`src/rtl/bullet_pool_pkg.sv`:
```
// Shared types for the projectile pool: travel direction, ammo FSM states,
// coordinate width and the per-slot bullet record.
// Also provides widen(), which zero-extends a coordinate by one bit for compares that must not wrap.
package bullet_pool_pkg;

  localparam int COORD_W = 10;

  typedef enum logic [1:0] {
    DIR_LEFT  = 2'd0,
    DIR_RIGHT = 2'd1,
    DIR_DOWN  = 2'd2,
    DIR_UP    = 2'd3
  } dir_t;

  typedef enum logic [1:0] {
    READY  = 2'd0,
    EMPTY  = 2'd1,
    RELOAD = 2'd2
  } ammo_state_t;

  typedef struct packed {
    logic               active;
    logic [COORD_W-1:0] x;
    logic [COORD_W-1:0] y;
    dir_t               dir;
  } bullet_t;

  // One extra bit of headroom so edge tests cannot overflow or underflow.
  function automatic logic [COORD_W:0] widen(input logic [COORD_W-1:0] v);
    return {1'b0, v};
  endfunction

endpackage

```
`src/rtl/bullet_pool_if.sv`:
```
// Fire/bullet bus between the player controller (master) and the bullet pool (slave).
// Inputs: shoot, reload, Direction, BallX, BallY. Outputs: bullet_active/x/y, ammo, reloading, fire_accept, fire_reject.
// With BULLET_PIXEL_QUERY_EN defined, DrawX/DrawY go in and is_bullet comes back.
interface bullet_pool_if #(
  parameter int NUM_BULLETS = 4
);
  logic                      shoot;
  logic                      reload;
  logic [1:0]                Direction;
  logic [9:0]                BallX;
  logic [9:0]                BallY;
  logic [NUM_BULLETS-1:0]    bullet_active;
  logic [10*NUM_BULLETS-1:0] bullet_x;
  logic [10*NUM_BULLETS-1:0] bullet_y;
  logic [3:0]                ammo;
  logic                      reloading;
  logic                      fire_accept;
  logic                      fire_reject;

`ifdef BULLET_PIXEL_QUERY_EN
  logic [9:0] DrawX;
  logic [9:0] DrawY;
  logic       is_bullet;

  modport master (
    output shoot, reload, Direction, BallX, BallY, DrawX, DrawY,
    input  bullet_active, bullet_x, bullet_y, ammo, reloading, fire_accept, fire_reject, is_bullet
  );
  modport slave (
    input  shoot, reload, Direction, BallX, BallY, DrawX, DrawY,
    output bullet_active, bullet_x, bullet_y, ammo, reloading, fire_accept, fire_reject, is_bullet
  );
`else
  modport master (
    output shoot, reload, Direction, BallX, BallY,
    input  bullet_active, bullet_x, bullet_y, ammo, reloading, fire_accept, fire_reject
  );
  modport slave (
    input  shoot, reload, Direction, BallX, BallY,
    output bullet_active, bullet_x, bullet_y, ammo, reloading, fire_accept, fire_reject
  );
`endif

endinterface

```
`src/rtl/bullet_pool_slot.sv`:
```
// One projectile slot: latches the spawn point, then steps once per frame and retires at the screen edge.
// Ports: frame_clk, Reset (async, active-high), spawn + spawn_x/spawn_y/spawn_dir in; active, x, y out.
// Spawn is only issued to an idle slot, so spawn and move never collide.
module bullet_pool_slot
  import bullet_pool_pkg::*;
#(
  parameter int BULLET_STEP = 4,
  parameter int X_MAX       = 639,
  parameter int Y_MAX       = 479
) (
  input  logic               frame_clk,
  input  logic               Reset,
  input  logic               spawn,
  input  logic [COORD_W-1:0] spawn_x,
  input  logic [COORD_W-1:0] spawn_y,
  input  dir_t               spawn_dir,
  output logic               active,
  output logic [COORD_W-1:0] x,
  output logic [COORD_W-1:0] y
);

  localparam int WIDE_W = COORD_W + 1;
  localparam logic [WIDE_W-1:0] STEP = WIDE_W'(BULLET_STEP);
  localparam logic [WIDE_W-1:0] XLIM = WIDE_W'(X_MAX);
  localparam logic [WIDE_W-1:0] YLIM = WIDE_W'(Y_MAX);

  bullet_t           state;
  bullet_t           moved;
  logic [WIDE_W-1:0] xw;
  logic [WIDE_W-1:0] yw;

  assign xw = widen(state.x);
  assign yw = widen(state.y);

  // A step that would leave the screen retires the slot; the position keeps its last legal value.
  always_comb begin
    moved = state;
    case (state.dir)
      DIR_LEFT:  if (xw < STEP)        moved.active = 1'b0; else moved.x = COORD_W'(xw - STEP);
      DIR_RIGHT: if (xw + STEP > XLIM) moved.active = 1'b0; else moved.x = COORD_W'(xw + STEP);
      DIR_DOWN:  if (yw + STEP > YLIM) moved.active = 1'b0; else moved.y = COORD_W'(yw + STEP);
      DIR_UP:    if (yw < STEP)        moved.active = 1'b0; else moved.y = COORD_W'(yw - STEP);
      default:   moved = state;
    endcase
  end

  always_ff @(posedge frame_clk or posedge Reset) begin
    if (Reset) begin
      state <= '0;
    end else if (spawn) begin
      state <= '{active: 1'b1, x: spawn_x, y: spawn_y, dir: spawn_dir};
    end else if (state.active) begin
      state <= moved;
    end
  end

  assign active = state.active;
  assign x      = state.x;
  assign y      = state.y;

endmodule

```
`src/rtl/bullet_pool.sv`:
```
// Projectile pool: fire edge detect, ammo/reload FSM, lowest-free-slot spawn, NUM_BULLETS moving slots.
// Ports: Reset (async, active-high), frame_clk, bus (bullet_pool_if.slave) carrying fire inputs and pool state.
// Optional BULLET_PIXEL_QUERY_EN adds a combinational DrawX/DrawY -> is_bullet hit test.
module bullet_pool
  import bullet_pool_pkg::*;
#(
  parameter int NUM_BULLETS   = 4,
  parameter int BULLET_STEP   = 4,
  parameter int AMMO_MAX      = 6,
  parameter int RELOAD_FRAMES = 30,
  parameter int X_MAX         = 639,
  parameter int Y_MAX         = 479
`ifdef BULLET_PIXEL_QUERY_EN
  , parameter int BULLET_SIZE = 2
`endif
) (
  input logic          Reset,
  input logic          frame_clk,
  bullet_pool_if.slave bus
);

  localparam int IDX_W = (NUM_BULLETS > 1) ? $clog2(NUM_BULLETS) : 1;
  localparam int CNT_W = (RELOAD_FRAMES > 1) ? $clog2(RELOAD_FRAMES) : 1;
  localparam logic [3:0]       AMMO_FULL = 4'(AMMO_MAX);
  localparam logic [CNT_W-1:0] CNT_INIT  = CNT_W'(RELOAD_FRAMES - 1);

  ammo_state_t        state_q, state_d;
  logic               shoot_q;
  logic               fire_ev;
  logic [3:0]         ammo_q, ammo_d, ammo_post;
  logic [CNT_W-1:0]   cnt_q, cnt_d;
  logic               accept_d, reject_d, accept_q, reject_q;
  logic               can_spawn, reload_go;
  logic [IDX_W-1:0]   free_idx;
  logic               have_free;

  logic [NUM_BULLETS-1:0] slot_active;
  logic [COORD_W-1:0]     slot_x [NUM_BULLETS];
  logic [COORD_W-1:0]     slot_y [NUM_BULLETS];

  assign fire_ev = bus.shoot & ~shoot_q;

  // Lowest-index idle slot as of the start of the frame; a slot retiring this frame still reads active.
  always_comb begin
    free_idx  = '0;
    have_free = 1'b0;
    for (int i = NUM_BULLETS - 1; i >= 0; i--) begin
      if (!slot_active[i]) begin
        free_idx  = IDX_W'(i);
        have_free = 1'b1;
      end
    end
  end

  // Fire resolves first; reload is then judged against the ammo left after that fire.
  assign can_spawn = (state_q == READY) && fire_ev && have_free && (ammo_q != 4'd0);
  assign ammo_post = can_spawn ? ammo_q - 4'd1 : ammo_q;
  assign reload_go = bus.reload && (ammo_post < AMMO_FULL) && (state_q != RELOAD);

  always_ff @(posedge frame_clk or posedge Reset) begin
    if (Reset) state_q <= READY;
    else       state_q <= state_d;
  end

  always_comb begin
    state_d = state_q;
    case (state_q)
      READY:   if (reload_go) state_d = RELOAD; else if (ammo_post == 4'd0) state_d = EMPTY;
      EMPTY:   if (reload_go) state_d = RELOAD;
      RELOAD:  if (cnt_q == '0) state_d = READY;
      default: state_d = READY;
    endcase
  end

  always_comb begin
    accept_d = can_spawn;
    reject_d = fire_ev & ~can_spawn;
    ammo_d   = ammo_post;
    cnt_d    = cnt_q;
    case (state_q)
      READY, EMPTY: if (reload_go) cnt_d = CNT_INIT;
      RELOAD: begin
        if (cnt_q == '0) ammo_d = AMMO_FULL;
        else             cnt_d  = cnt_q - CNT_W'(1);
      end
      default: cnt_d = cnt_q;
    endcase
  end

  always_ff @(posedge frame_clk or posedge Reset) begin
    if (Reset) begin
      shoot_q  <= 1'b0;
      ammo_q   <= AMMO_FULL;
      cnt_q    <= '0;
      accept_q <= 1'b0;
      reject_q <= 1'b0;
    end else begin
      shoot_q  <= bus.shoot;
      ammo_q   <= ammo_d;
      cnt_q    <= cnt_d;
      accept_q <= accept_d;
      reject_q <= reject_d;
    end
  end

  for (genvar i = 0; i < NUM_BULLETS; i++) begin : g_slot
    bullet_pool_slot #(
      .BULLET_STEP(BULLET_STEP),
      .X_MAX      (X_MAX),
      .Y_MAX      (Y_MAX)
    ) u_slot (
      .frame_clk(frame_clk),
      .Reset    (Reset),
      .spawn    (accept_d && (free_idx == IDX_W'(i))),
      .spawn_x  (bus.BallX),
      .spawn_y  (bus.BallY),
      .spawn_dir(dir_t'(bus.Direction)),
      .active   (slot_active[i]),
      .x        (slot_x[i]),
      .y        (slot_y[i])
    );
  end

  logic [COORD_W*NUM_BULLETS-1:0] x_flat, y_flat;
  always_comb begin
    x_flat = '0;
    y_flat = '0;
    for (int i = 0; i < NUM_BULLETS; i++) begin
      x_flat[COORD_W*i +: COORD_W] = slot_x[i];
      y_flat[COORD_W*i +: COORD_W] = slot_y[i];
    end
  end

  assign bus.bullet_active = slot_active;
  assign bus.bullet_x      = x_flat;
  assign bus.bullet_y      = y_flat;
  assign bus.ammo          = ammo_q;
  assign bus.reloading     = (state_q == RELOAD);
  assign bus.fire_accept   = accept_q;
  assign bus.fire_reject   = reject_q;

`ifdef BULLET_PIXEL_QUERY_EN
  localparam logic signed [COORD_W:0] SZ = (COORD_W + 1)'(BULLET_SIZE);
  logic signed [COORD_W:0] dx, dy;
  logic                    hit;

  // Signed 11-bit differences so a beam left/above the bullet gives a negative offset, not a wrap.
  always_comb begin
    hit = 1'b0;
    dx  = '0;
    dy  = '0;
    for (int i = 0; i < NUM_BULLETS; i++) begin
      dx = $signed(widen(bus.DrawX)) - $signed(widen(slot_x[i]));
      dy = $signed(widen(bus.DrawY)) - $signed(widen(slot_y[i]));
      if (slot_active[i] && (dx <= SZ) && (dx >= -SZ) && (dy <= SZ) && (dy >= -SZ)) hit = 1'b1;
    end
  end

  assign bus.is_bullet = hit;
`endif

endmodule
```
`src/flat_wrapper.sv`:
```
// flat-port wrapper written by rule: the top's interface ports become plain ports
module bullet_pool_flat import bullet_pool_pkg::*;
#(
  parameter int NUM_BULLETS   = 4,
  parameter int BULLET_STEP   = 4,
  parameter int AMMO_MAX      = 6,
  parameter int RELOAD_FRAMES = 30,
  parameter int X_MAX         = 639,
  parameter int Y_MAX         = 479

)
  (Reset, frame_clk, bus_shoot, bus_reload, bus_Direction, bus_BallX, bus_BallY, bus_bullet_active, bus_bullet_x, bus_bullet_y, bus_ammo, bus_reloading, bus_fire_accept, bus_fire_reject);
  bullet_pool_if #(.NUM_BULLETS(NUM_BULLETS)) bus_i ();
  input logic Reset;
  input logic frame_clk;
  input wire logic [$bits(bus_i.shoot)-1:0] bus_shoot;
  input wire logic [$bits(bus_i.reload)-1:0] bus_reload;
  input wire logic [$bits(bus_i.Direction)-1:0] bus_Direction;
  input wire logic [$bits(bus_i.BallX)-1:0] bus_BallX;
  input wire logic [$bits(bus_i.BallY)-1:0] bus_BallY;
  output wire logic [$bits(bus_i.bullet_active)-1:0] bus_bullet_active;
  output wire logic [$bits(bus_i.bullet_x)-1:0] bus_bullet_x;
  output wire logic [$bits(bus_i.bullet_y)-1:0] bus_bullet_y;
  output wire logic [$bits(bus_i.ammo)-1:0] bus_ammo;
  output wire logic [$bits(bus_i.reloading)-1:0] bus_reloading;
  output wire logic [$bits(bus_i.fire_accept)-1:0] bus_fire_accept;
  output wire logic [$bits(bus_i.fire_reject)-1:0] bus_fire_reject;
  assign bus_i.shoot = bus_shoot;
  assign bus_i.reload = bus_reload;
  assign bus_i.Direction = bus_Direction;
  assign bus_i.BallX = bus_BallX;
  assign bus_i.BallY = bus_BallY;
  assign bus_bullet_active = bus_i.bullet_active;
  assign bus_bullet_x = bus_i.bullet_x;
  assign bus_bullet_y = bus_i.bullet_y;
  assign bus_ammo = bus_i.ammo;
  assign bus_reloading = bus_i.reloading;
  assign bus_fire_accept = bus_i.fire_accept;
  assign bus_fire_reject = bus_i.fire_reject;
  bullet_pool #(.NUM_BULLETS(NUM_BULLETS), .BULLET_STEP(BULLET_STEP), .AMMO_MAX(AMMO_MAX), .RELOAD_FRAMES(RELOAD_FRAMES), .X_MAX(X_MAX), .Y_MAX(Y_MAX)) u_core (.Reset(Reset), .frame_clk(frame_clk), .bus(bus_i));
endmodule
```
`config.mk`:
```
export PLATFORM = sky130hd
export DESIGN_NAME = bullet_pool_flat
export DESIGN_NICKNAME = d
export VERILOG_FILES = /design/src/rtl/bullet_pool_pkg.sv /design/src/rtl/bullet_pool_if.sv /design/src/rtl/bullet_pool_slot.sv /design/src/rtl/bullet_pool.sv /design/src/flat_wrapper.sv
export SDC_FILE = /design/constraint.sdc
export NUM_CORES = 1
export LEC_CHECK = 0
export ABC_AREA = 1
export BUFFER_PORTS_ARGS = -buffer_cell sky130_fd_sc_hd__buf_2
export CAP_MARGIN = 20
export CORE_MARGIN = 2
export CORE_UTILIZATION = 30
export CTS_BUF_LIST = sky130_fd_sc_hd__clkbuf_4
export CTS_CLUSTER_SIZE = 30
export DETAILED_ROUTE_END_ITERATION = 8
export GPL_TIMING_DRIVEN = 0
export PLACE_DENSITY_LB_ADDON = 0.1
export SYNTH_ARGS = -nofsm -noshare
export SYNTH_HDL_FRONTEND = slang
export SYNTH_SLANG_ARGS = --single-unit
```
`constraint.sdc`:
```
create_clock -name frame_clk -period 6.25 [get_ports frame_clk]
set_input_delay 0.9375 -clock frame_clk [delete_from_list [all_inputs] [get_ports frame_clk]]
set_output_delay 0.9375 -clock frame_clk [all_outputs]
set_load 0.005 [all_outputs]
```
==> results of run 1 <==
-- how the worst max path moves through the flow --
stage                                                to  slack (ns)  cells past startpoint
2_1_floorplan              u_core.bus.ammo[0]$_DFF_PP0_        2.53                      1
3_3_place_gp   u_core.g_slot[3].u_slot.y[7]$_DFFE_PP0P_        0.76                      2
3_5_place_dp   u_core.g_slot[1].u_slot.x[2]$_DFFE_PP0P_        3.51                     10
4_1_cts                            bus_bullet_active[0]        3.81                      2
5_1_grt        u_core.g_slot[1].u_slot.y[4]$_DFFE_PP0P_        3.63                     16
6_report                           bus_bullet_active[0]        3.86                      2
-- synth_stat cells (all sizes together) --
library cell	n
nand2	359
inv	150
nand3	142
o21ai	128
dfrtp	104
nor2	103
nand4	48
xor2	34
o22ai	31
a21oi	30
ha	28
buf	25
clkbuf	17
nor3	17
a31oi	8
nand3b	7
or2	5
xnor2	5
o31ai	4
clkinv	3
o211ai	3
o21bai	3
dfstp	2
nor4	2
o311ai	2
a21o	1
and2	1
o221ai	1
-- flip-flops by register name, summed over array words and instances, names as in the netlist --
register,flops
u_core.bus.fire_accept,1
u_core.cnt_q,5
u_core.bus.ammo,4
u_core.shoot_q,1
u_core.g_slot.u_slot.moved,8
u_core.g_slot.u_slot.y,40
u_core.state_q,2
u_core.g_slot.u_slot.x,40
u_core.g_slot.u_slot.active,4
u_core.bus.fire_reject,1
-- critical path, delay by kind of cell (launching register included) --
family | cells | cell delay (ns)
DFF | 1 | 0.66
buffers and inverters | 2 | 0.28
-- layout by cell type (no fill, tap or decap), types with 4 or more instances in the layout --
cell type	count
a21oi_1	29
a31oi_1	8
buf_2	131
buf_4	7
clkbuf_1	14
clkbuf_4	11
dfrtp_1	104
ha_1	28
inv_1	140
inv_2	6
nand2_1	346
nand2_2	12
nand3_1	136
nand3_2	4
nand3b_1	5
nand4_1	46
nor2_1	94
nor2_2	6
nor3_1	15
o21ai_0	109
o21ai_1	11
o21ai_2	8
o22ai_1	31
xnor2_1	5
xor2_1	34
-- metal layers --
layer  routed length, um  part of all wire  vias up
li1                    -                 -     4440
met1               14400              0.49     4088
met2               13300              0.45      224
met3                1460             0.049       23
met4                 363             0.012        0
met5                   0                 0        -
-- layout make-up --
type                    instances  share of cell area
well taps                     378              0.0488
plain buffers                  42              0.0232
inverters                     153              0.0606
clock buffers                  11             0.00852
clock inverters                 5             0.00413
flip-flops and latches        106               0.274
multi-input cells             962               0.518
repair buffers                117              0.0628
diodes                          1            0.000258
-- logic make-up after synthesis --
family / after synthesis / synth area share
buffers and inverters: 195 / 0.0952
AO/OA/AOI/OAI: 211 / 0.140
AND/OR/NAND/NOR: 684 / 0.370
flip-flops: 106 / 0.313
adder cells (fa/ha/maj): 28 / 0.0413
XOR/XNOR: 39 / 0.0403
-- stage by stage --
step | util | instance area [um^2] | cells
after detailed placement | 0.344 | 9560 | 1758
after global placement | 0.343 | 9530 | 1757
after CTS | 0.349 | 9690 | 1774
after global routing | 0.349 | 9690 | 1775
final | 0.349 | 9690 | 1775
after floorplan | - | 8480 | 1263
-- power by group through the flow --
| stage | combinational (W) | clock [W] | sequential, W |
|---|---|---|---|
| detailed placement | 0.00161 | 0 | 0.00107 |
| CTS | 0.00161 | 0.000384 | 0.00106 |
| finish | 0.00160 | 0.000364 | 0.00106 |
| floorplan | 0.00114 | 0 | 0.00102 |
| global placement | 0.00160 | 0 | 0.00107 |
| global route | 0.00184 | 0.000407 | 0.00109 |
==> impl_metrics.tcl, run 1 <==
set metrics [dict create \
    slowest_stage "dfrtp_1" \
    relSlewSlack 0.581 \
    rsz0062_at_grt "false" \
    max_freq_mhz 419 \
    htreeDepth 3 \
    ant_nets 0 \
    status "finished clean" \
    drt_first_iter_violations 736 \
    die_w_um 172 \
    hpwlAfterDp_um 22000 \
    num_vias 8775 \
    drive_gt1_frac 0.157 \
    maxSlewViolCount 0 \
    p_int_w 0.00152 \
    totalPowerFinal_w 0.00303 \
    finalHoldViolCount 0 \
    fin_tns_setup_ns 0 \
    hold_ws_ns 0.411 \
    initial_core_util 0.305 \
    worst_pin_slew_ns 0.626 \
    core_area_um2 27800 \
    cap_viol_max_count 0 \
    multiInputGateArea_um2 5010 \
    crit_required_ns 5.31 \
    hp-class "in2async" \
    ios 117 \
    post_cts_resized 0 \
    wl_um 29500 \
    use_met2 0.330 \
    grt_busiest_layer "met2" \
    cts_root_buffer "clkbuf_4" \
    synth_top_area_cell "dfrtp_1" \
    fin_skew_ns 0.0289 \
    rows 61 \
    pwr-share-seq 0.350 \
    grt_pass1_vias 8302 \
    ir_drop_uv 177 \
    synth_top_area_frac 0.307 \
    ys.warnings.count 0 \
    use_met3 0.0330 \
    routabilityCongestion 0.849 \
    reg2reg_to "u_core.g_slot[1].u_slot.y[8]$_DFFE_PP0P_" \
    clkTransAtPathRegs_ns 0.19 \
    crit_start "u_core.g_slot[0].u_slot.active$_DFF_PP0_" \
    hold_buffers 0 \
    setup_violations 0 \
    area_growth_pct 14.3 \
    critPathKind "reg2out" \
    cts_made_buffers 9 \
    grt_max_degree 67 \
    switching_power_w 0.00151 \
    switching_share 0.499 \
    synth.distinct_cells 53 \
    syn_inst 1263 \
    r2r_slack_ns 3.88 \
    clk_latency_ns 0.51 \
    fill_cells 3143 \
    r2r-start "u_core.g_slot[1].u_slot.y[2]$_DFFE_PP0P_" \
    cts_tree "built" \
    grt_pass1_wl_um 46400 \
    cp_max_fo 8 \
    syn-num-nets 1317 \
    antenna_found_initial 1 \
    clockBufferDepth 2 \
    cts_setup_buffers 0 \
    overflow 0 \
    synth-seq-area-share 0.313 \
    post_drt_wl_per_cell_um 16.6 \
    pwr-share-comb 0.530 \
    synth_area_leaders "dfrtp_1 31%, nand2_1 15%, nand3_1 8.0%, o21ai_0 6.4%, inv_1 6.2%" \
    via_per_inst 4.94 \
    grtUsageMet1 0.288 \
    powerDensity_nw_per_um2 313 \
    syn_avg_cell_area_um2 6.71 \
    grt_usage 0.203 \
    clkPwrFrac 0.120 \
    die_y_um 172 \
    setup_slack_ns 3.86 \
    critPathMaxStageDelay_ns 0.66 \
    drt-pass1-iter-count 5 \
    nets 1445 \
    endpoint_kind "primary output" \
    post-route-drc-count 0 \
    synthesis.area_um2 8480 \
    post-place-ws_ns 3.51 \
    ys_seq_elements 106 \
    dieArea_um2 29600 \
    worstPathArrival_ns 1.45 \
    io_buffers 116 \
    period_share 0.382 \
    cp-start-kind "register" \
    seq_area_um2 2660 \
    p_leak_nw 4.96 \
    min_period_ns 2.39 \
    reg2reg_depth 16 \
    path_cells "buf_4 -> buf_2" \
    clock_sinks 106 \
]
No activity file was read; power rests on OpenSTA's default activity.
==> run 2, diff against run 1 <==
--- a/config.mk
+++ b/config.mk
@@ -5,7 +5,7 @@
 export SDC_FILE = /design/constraint.sdc
 export NUM_CORES = 1
 export LEC_CHECK = 0
-export ABC_AREA = 1
+export ABC_AREA = 0
 export BUFFER_PORTS_ARGS = -buffer_cell sky130_fd_sc_hd__buf_2
 export CAP_MARGIN = 20
 export CORE_MARGIN = 2
==> constraint.sdc (replaced) <==
create_clock -name frame_clk -period 2 [get_ports frame_clk]
set_input_delay 0.3 -clock frame_clk [delete_from_list [all_inputs] [get_ports frame_clk]]
set_output_delay 0.3 -clock frame_clk [all_outputs]
set_load 0.005 [all_outputs]
==> impl_metrics.tcl, run 2 <==
set metrics [dict create \
    clock_sinks 106 \
    grt_max_degree 34 \
    hold_ws_ns 0.0532 \
    status "finished, violations left" \
    min_period_ns 2.49 \
    powerDensity_nw_per_um2 694 \
    violations "negative setup slack" \
    cap_viol_max_count 0 \
    reg2reg_to "u_core.g_slot[2].u_slot.x[6]$_DFFE_PP0P_" \
    relSlewSlack 0.480 \
    rows 59 \
    cp-start-kind "register" \
    reg2reg_depth 7 \
    hpwlAfterDp_um 20900 \
    critical_path_buf_inv_count 0 \
    synth-seq-area-share 0.334 \
    ys_seq_elements 106 \
    grt_pass1_vias 8305 \
    nets 1292 \
    cts_made_buffers 9 \
    antenna_found_initial 1 \
    synth_top_area_cell "dfrtp_1" \
    hold_end "u_core.g_slot[2].u_slot.x[0]$_DFFE_PP0P_" \
    period_share 1.24 \
    num_vias 8769 \
    clockBufferDepth 2 \
    layout_commonest_cell "buf_4" \
    multiInputGateArea_um2 6110 \
    critPathMaxStageDelay_ns 0.51 \
    synth-edff-count 0 \
    setup_slack_ns -0.487 \
    wl_um 31100 \
    syn-num-nets 1017 \
    die_w_um 167 \
    syn_avg_cell_area_um2 8.26 \
    io_buffers 116 \
    drt_first_iter_violations 509 \
    slowest_stage "dfrtp_2" \
    critPathKind "reg2reg" \
    cts_tree "built" \
    area_growth_pct 54.1 \
    crit_family "compound AO/OA/AOI/OAI gates" \
    r2r_slack_ns -0.49 \
    yosys-top-cells-count "150 x nand2_1, 104 x dfrtp_1, 63 x nor2_1, 61 x clkbuf_1, 36 x nor3_1" \
    overflow 0 \
    clk_latency_ns 0.52 \
    cp_max_fo 6 \
    stdcell_area_um2 12300 \
    hp-start "bus_BallX[0]" \
    endpoint_kind "register" \
    core_area_um2 26100 \
    drive_gt1_frac 0.478 \
    dieArea_um2 27800 \
    synth.distinct_cells 84 \
    htreeDepth 3 \
    post-route-drc-count 0 \
    r2r-start "u_core.g_slot[2].u_slot.x[3]$_DFFE_PP0P_" \
    syn_inst 963 \
    post_drt_wl_per_cell_um 19.7 \
    maxSlewViolCount 0 \
    drt-pass1-iter-count 5 \
    worst_pin_slew_ns 0.780 \
    ir_drop_uv 701 \
    finalHoldViolCount 0 \
    clkTransAtPathRegs_ns 0.20 \
    placed_cell_area_um2 9560 \
    path_cells "ha_4 -> or4b_1 -> a31o_1 -> o31a_1 -> and2_4 -> a21o_1 -> a221o_1" \
    synth_top_area_frac 0.327 \
    synth_area_leaders "dfrtp_1 33%, nand2_1 7.1%, ha_1 4.4%, a221o_1 3.8%, nor2_1 3.0%" \
    ant_nets 0 \
    max_freq_mhz 402 \
    rsz0062_at_grt "true" \
    seq_area_um2 2690 \
    fill_cells 2568 \
    worstPathArrival_ns 2.91 \
    hp-class "in2reg" \
    fin_skew_ns 0.0217 \
    routabilityCongestion 0.848 \
    synthesis.area_um2 7960 \
    min_path_cells 3 \
    grt_pass1_wl_um 48500 \
    initial_core_util 0.305 \
    ys.warnings.count 0 \
    mostFrequentLayoutCells "125 x buf_4, 119 x nand2_1, 117 x buf_2" \
    ys_async_sr_fraction 1.00 \
    cts_root_buffer "clkbuf_4" \
    p_leak_nw 5.21 \
    setup_violations 91 \
    crit_required_ns 2.43 \
    die_y_um 167 \
    synth.most_common_cell "nand2_1" \
    via_per_inst 5.55 \
    grt_usage 0.219 \
    ios 117 \
    ys.flop_type "dfrtp_1" \
    totalPowerFinal_w 0.00851 \
]
[run 2: cells by family (layout without fill, tap and decap cells)]
logic type / Yosys count / after routing / synth area share
other: 0 / 1 / 0
buffers and inverters: 115 / 395 / 0.0613
AO/OA/AOI/OAI: 233 / 233 / 0.224
multiplexers: 15 / 15 / 0.0198
adder cells (fa/ha/maj): 28 / 28 / 0.0440
AND/OR/NAND/NOR: 439 / 439 / 0.288
flip-flops: 106 / 106 / 0.334
XOR/XNOR: 27 / 27 / 0.0297
[run 2: where the power goes]
group / switching (W) / internal [W]
combinational: 0.00202 / 0.00211
sequential: 0.000403 / 0.00245
clock: 0.000880 / 0.000644
[run 2: worst max-delay path by stage]
| stage | startpoint | to | slack (ns) | cells after the start |
|---|---|---|---|---|
| 3_5_place_dp | u_core.state_q[1]$_DFFE_PP0P_ | u_core.g_slot[2].u_slot.y[4]$_DFFE_PP0P_ | -0.97 | 7 |
| 6_report | u_core.g_slot[2].u_slot.x[3]$_DFFE_PP0P_ | u_core.g_slot[2].u_slot.x[6]$_DFFE_PP0P_ | -0.49 | 7 |
| 4_1_cts | u_core.g_slot[2].u_slot.x[3]$_DFFE_PP0P_ | u_core.g_slot[2].u_slot.x[6]$_DFFE_PP0P_ | -0.55 | 8 |
| 5_1_grt | u_core.g_slot[2].u_slot.y[5]$_DFFE_PP0P_ | u_core.g_slot[2].u_slot.y[8]$_DFFE_PP0P_ | -0.55 | 9 |
| 3_3_place_gp | u_core.state_q[0]$_DFFE_PP0P_ | u_core.g_slot[2].u_slot.y[4]$_DFFE_PP0P_ | -1.03 | 7 |
| 2_1_floorplan | u_core.g_slot[2].u_slot.x[3]$_DFFE_PP0P_ | u_core.g_slot[2].u_slot.x[7]$_DFFE_PP0P_ | -0.58 | 9 |
[run 2: metrics by stage]
step	utilization	setup WS, ns	std cells	TNS (ns)
3_5_place_dp	0.367	-0.970	1417	-57.29
4_1_cts	0.438	-0.545	1540	-23.46
5_1_grt	0.470	-0.550	1579	-30.66
3_3_place_gp	0.365	-1.03	1414	-114.48
2_1_floorplan	-	-0.577	963	-15.21
6_report	0.470	-0.487	1579	-22.78
[run 2: what timing repair did]
item | 4_1_cts | 5_1_grt
hold buffers | 2 | 0
cloned | 5 | 3
resized for setup | 190 | 168
pin swaps | 85 | 77
endpoints found under the hold margin | 20 | 0
buffers inserted | 116 | 43
endpoints found under the setup margin | 100 | 100
[run 2: worst register-to-register path, stage by stage, from the launching register on]
cell and delay, ns:
dfrtp_2 0.51, ha_4 0.19, or4b_1 0.51, a31o_1 0.24
o31a_1 0.32, and2_4 0.18, a21o_1 0.15, a221o_1 0.31
[run 2: final cells by class]
class	instances	area share
buffer	58	0.0458
antenna	1	0.000204
clock buffer	9	0.00551
multi-input combinational	742	0.499
sequential	106	0.219
timing repair buffer	287	0.175
clock inverter	7	0.0103
tap	335	0.0342
inverter	34	0.0117
[run 2: per-layer routing]
layer	share of wire	routed length, um	up-vias	track usage
li1	-	-	4127	-
met1	0.46	14400	4366	0.310
met2	0.47	14600	244	0.353
met3	0.053	1640	32	0.0285
met4	0.017	525	0	0.0562
met5	0	0	-	0
